==> config.mk <==
export PLATFORM = sky130hd
export DESIGN_NAME = mult_seq_ctrl
export DESIGN_NICKNAME = d
export VERILOG_FILES = /design/src/rtl/mult_seq_ctrl.sv
export SDC_FILE = /design/constraint.sdc
export NUM_CORES = 1
export LEC_CHECK = 0
export ABC_AREA = 1
export CORE_MARGIN = 5
export CORE_UTILIZATION = 50
export DETAILED_ROUTE_END_ITERATION = 8
export PLACE_DENSITY_LB_ADDON = 0.3
export SLEW_MARGIN = 20
export SYNTH_ARGS = -nofsm -noshare
export SYNTH_HDL_FRONTEND = slang
export SYNTH_SLANG_ARGS = --single-unit
==> constraint.sdc <==
create_clock -name clk -period 2.05 [get_ports clk]
set_clock_uncertainty 0.15 [all_clocks]
set_input_delay 0.615 -clock clk [delete_from_list [all_inputs] [get_ports clk]]
set_output_delay 0.615 -clock clk [all_outputs]
set_load 0.02 [all_outputs]
==> src/rtl/mult_seq_ctrl.sv <==
// Sequential shift-add multiplier controller, signed or unsigned N-bit operands, 2N-bit product.
// Optional MULT_ZERO_BYPASS_EN: a zero operand skips straight to DONE with a zero product.
module mult_seq_ctrl #(
    parameter int N = 4
) (
    input  logic           clk,
    input  logic           rst,
    input  logic           start,
    input  logic           sgn,
    input  logic [N-1:0]   a,
    input  logic [N-1:0]   b,
    output logic           busy,
    output logic           done,
    output logic [2*N-1:0] product
);

    localparam int CW = (N > 2) ? $clog2(N) : 1;
    localparam logic [CW-1:0] LAST = CW'(N - 1);

    typedef enum logic [2:0] {IDLE, ABS, MUL, SIGN, DONE} state_t;

    state_t         state, state_nxt;
    logic [N-1:0]   a_r, b_r;
    logic           sgn_r, neg_r;
    logic [N:0]     maga, magb;
    logic [2*N-1:0] acc;
    logic [CW-1:0]  cnt;

    // One extra magnitude bit keeps |-2^(N-1)| = 2^(N-1) representable.
    function automatic logic [N:0] abs_mag(input logic [N-1:0] v, input logic s);
        if (s && v[N-1])
            return ~{1'b1, v} + (N+1)'(1);
        return {1'b0, v};
    endfunction

    function automatic logic [2*N-1:0] apply_sign(input logic [2*N-1:0] v, input logic n);
        return n ? (~v + (2*N)'(1)) : v;
    endfunction

    always_ff @(posedge clk) begin
        if (rst)
            state <= IDLE;
        else
            state <= state_nxt;
    end

    always_comb begin
        state_nxt = state;
        busy      = 1'b0;
        done      = 1'b0;
        case (state)
            IDLE: begin
                if (start) begin
`ifdef MULT_ZERO_BYPASS_EN
                    state_nxt = ((a == '0) || (b == '0)) ? DONE : ABS;
`else
                    state_nxt = ABS;
`endif
                end
            end
            ABS: begin
                busy      = 1'b1;
                state_nxt = MUL;
            end
            MUL: begin
                busy = 1'b1;
                if (cnt == LAST)
                    state_nxt = SIGN;
            end
            SIGN: begin
                busy      = 1'b1;
                state_nxt = DONE;
            end
            DONE: begin
                done      = 1'b1;
                state_nxt = IDLE;
            end
            default: state_nxt = IDLE;
        endcase
    end

    // magb is consumed LSB-first by shifting, so its bit 0 is always the current multiplier bit.
    always_ff @(posedge clk) begin
        if (rst) begin
            a_r     <= '0;
            b_r     <= '0;
            sgn_r   <= 1'b0;
            neg_r   <= 1'b0;
            maga    <= '0;
            magb    <= '0;
            acc     <= '0;
            cnt     <= '0;
            product <= '0;
        end else begin
            case (state)
                IDLE: begin
                    if (start) begin
                        a_r   <= a;
                        b_r   <= b;
                        sgn_r <= sgn;
                        neg_r <= sgn & (a[N-1] ^ b[N-1]);
`ifdef MULT_ZERO_BYPASS_EN
                        if ((a == '0) || (b == '0))
                            product <= '0;
`endif
                    end
                end
                ABS: begin
                    maga <= abs_mag(a_r, sgn_r);
                    magb <= abs_mag(b_r, sgn_r);
                    acc  <= '0;
                    cnt  <= '0;
                end
                MUL: begin
                    if (magb[0])
                        acc <= acc + ({{(N-1){1'b0}}, maga} << cnt);
                    magb <= magb >> 1;
                    cnt  <= cnt + CW'(1);
                end
                SIGN: begin
                    product <= apply_sign(acc, neg_r);
                end
                default: ;
            endcase
        end
    end

endmodule

==> impl_metrics.py <==
metrics = {
    "setup_path": {
        "crit_chain": "clkdlybuf4s50_1",
        "max_stage_delay_ns": 0.61,
        "slowest_stage": "clkdlybuf4s50_1",
        "cp.arrival_ns": 1.24,
        "crit_required_ns": 1.28,
        "crit_buf_inv": 1,
        "worstSetupEndpointType": "primary output",
        "critPathLaunchType": "register",
        "path_class": "reg2out",
        "critPathTopFamily": "buffers and inverters",
        "path_max_fanout": 2,
    },
    "global_routing": {
        "grt_pass1_vias": 1825,
        "antenna_found_initial": 0,
        "grt_pass1_wl_um": 7810,
        "overflow": 0,
        "grt_max_degree": 23,
        "grtUsageTotal_pct": 15.7,
    },
    "layout": {
        "fin_util_pct": 62.9,
        "antenna_cells": 0,
        "drive_gt1_share_pct": 17.3,
        "final_nets": 371,
        "nFillCells": 391,
        "seqCellArea_um2": 832,
        "multiInputGateArea_mm2": 0.00126,
        "final_cell_mix": "nand2_1, inv_1, dfxtp_1, a21oi_1, nor2_1",
        "fin_area_mm2": 0.00276,
        "syn_to_final_growth_pct": 21.8,
        "layout.cells.most_common": "nand2_1",
    },
    "routing": {
        "vias_per_cell": 5.09,
        "drtAntennaViolNets": 0,
        "firstDrtPassIters": 4,
        "drt-total-wl_um": 4600,
        "drc_errors": 0,
        "first_iter_violations": 64,
        "routedWlPerCell_um": 11.6,
        "vias": 2026,
    },
    "synth": {
        "ys_seq_area_share_pct": 36.2,
        "ys_types": 39,
        "synth_area_leaders": "dfxtp_1, nand2_1, a21oi_1",
        "synth_top_area_share_pct": 36.2,
        "yosys.area.top_type": "dfxtp_1",
        "postSynthAreaPerCell_um2": 7.31,
        "synth.net_count": 334,
        "syn_inst": 310,
        "synth-seq-cells": 41,
        "synthesis.area_mm2": 0.00226,
        "yosysWarnings": 0,
    },
    "cts": {
        "clkTransAtPathRegs_ns": 0.07,
        "cts_max_level": 2,
        "cts_tree": "built",
        "cts_num_sinks": 41,
        "insertion_delay_ns": 0.29,
        "cts.root.buffer_cell": "clkbuf_8",
        "cts_buffers": 5,
        "clk_path_buf_depth": 2,
    },
    "pwr": {
        "p_sw_w": 0.000626,
        "ir_worst_vdd_uv": 497,
        "p_sw_share_pct": 31.8,
        "p_leak_nw": 1.28,
        "clkPwrFrac_pct": 24.3,
        "p_seq_share_pct": 47.3,
        "power_density_mw_per_mm2": 713,
        "p_comb_share_pct": 28.4,
        "internal_power_w": 0.00134,
    },
    "timing": {
        "drv_slew": 0,
        "hold_viol": 0,
        "clock.fmax_mhz": 498,
        "fin_crit_ns": 2.01,
        "finalSetupViolCount": 0,
        "max-slew-margin-rel_pct": 59.4,
        "max_slew.worst_pin.slew_ns": 0.609,
        "rsz0062_at_grt": "true",
        "period_share_pct": 97.9,
    },
    "min_path": {
        "hp-class": "reg2reg",
    },
    "floorplanning": {
        "start_util_pct": 51.7,
        "dieWidth_um": 77.3,
        "die_h_um": 77.3,
        "dieArea_mm2": 0.00598,
        "io-pin-count": 22,
        "num_rows": 24,
        "core_area_mm2": 0.00438,
    },
    "placed_design": {
        "dp.final_hpwl_um": 3360,
        "gp_congestion": 0.785,
        "post_dp_cell_area_mm2": 0.00259,
        "io_buffers": 21,
    },
    "flow_run": {
        "drv_cap": 0,
    },
    "outcome": {
        "status": "completed",
    },
}
[worst paths after layout]
check        startpoint         end  slack [ns]  depth (start not counted)
min reg2reg     magb[4]     magb[4]        0.30                          2
max reg2reg      cnt[0]      acc[6]        0.05                         11
min             magb[4]     magb[4]        0.30                          2
max          product[3]  product[3]        0.04                          1
[routing by layer]
layer / wire (um) / part of all wire (%) / vias to the layer above / GRT usage, %
met1: 2070 / 45 / 906 / 19.1
li1: - / - / 1081 / -
met2: 2320 / 50 / 34 / 27.4
met3: 170 / 3.7 / 5 / 3.51
met4: 42 / 0.91 / 0 / 4.81
met5: 0 / 0 / - / 0
[power by group through the flow]
| stage | clock (W) | sequential, W | combinational, W |
|---|---|---|---|
| floorplan | 0 | 0.000938 | 0.000350 |
| global placement | 0 | 0.000939 | 0.000523 |
| detailed placement | 0 | 0.000940 | 0.000529 |
| CTS | 0.000491 | 0.000923 | 0.000529 |
| global route | 0.000532 | 0.000939 | 0.000623 |
| finish | 0.000478 | 0.000930 | 0.000559 |
[what timing repair did]
action	in CTS	in global routing
endpoints found under the setup margin	5	9
hold buffers	0	0
gates resized for setup	7	29
pin swaps	0	6
buffers inserted	0	1
[synth_stat cells]
master,instances
o21ai_2,2
nand3_2,1
o32ai_1,1
inv_8,1
xnor2_1,1
ha_1,11
inv_4,1
nor2_8,1
nand4_1,1
o31ai_1,2
nand2_4,1
or2_2,2
o221ai_1,1
o21ai_0,19
nor2_2,1
a21oi_1,31
a31oi_1,3
fa_1,1
xor2_1,6
nand2_2,2
inv_2,3
nor3_1,2
buf_6,2
mux2i_1,5
nand2_1,69
buf_12,1
o211ai_2,1
inv_1,38
o21ai_1,2
dfxtp_1,41
clkinv_2,1
nand3_1,20
nor3_4,1
a211oi_1,1
buf_2,3
a22oi_1,1
clkbuf_1,2
nand3b_1,2
nor2_1,26
[flip-flops by register name, indices dropped and copies added (netlist names)]
signal,count
product,8
magb,5
cnt,2
maga,5
b_r,4
neg_r,1
acc,8
state,3
a_r,4
sgn_r,1
[per-stage QoR]
stage	setup WS (ns)	total power, W	instances	setup TNS (ns)	hold slack [ns]
final	0.0432	0.00197	398	0	0.298
after global routing	-0.0657	0.00209	398	-0.128	0.330
after CTS	0.0112	0.00194	397	0	0.299
after detailed placement	-0.128	0.00147	391	-0.397	0.286
after global placement	-0.107	0.00146	391	-0.107	0.284
after floorplan	0.0464	0.00129	310	0	0.272
[area by class of cell]
class	instances	share of cell area, %
multi-input combinational	217	45.7
sequential	41	30.2
inverter	44	6.49
clock inverter	1	0.181
clock buffer	5	2.50
tap	52	2.36
timing repair buffer	38	12.6
[worst reg2reg max path: stages, from the launching register on]
cell and delay, ns:
dfxtp_4 0.38, buf_6 0.11, mux2i_2 0.20, mux2i_1 0.12, ha_1 0.35, buf_6 0.12
nand2_1 0.04, nand3b_1 0.17, nand2_1 0.07, nand2_1 0.05, nand3_1 0.06, a21oi_1 0.06
[kinds of logic after synthesis]
family | share of synthesized area, %
AO/OA/AOI/OAI | 15.7
XOR/XNOR | 2.71
buffers and inverters | 10.7
flip-flops | 36.2
multiplexers | 2.21
AND/OR/NAND/NOR | 25.5
adder cells (fa/ha/maj) | 6.96
Power figures use the tool's default switching activity.
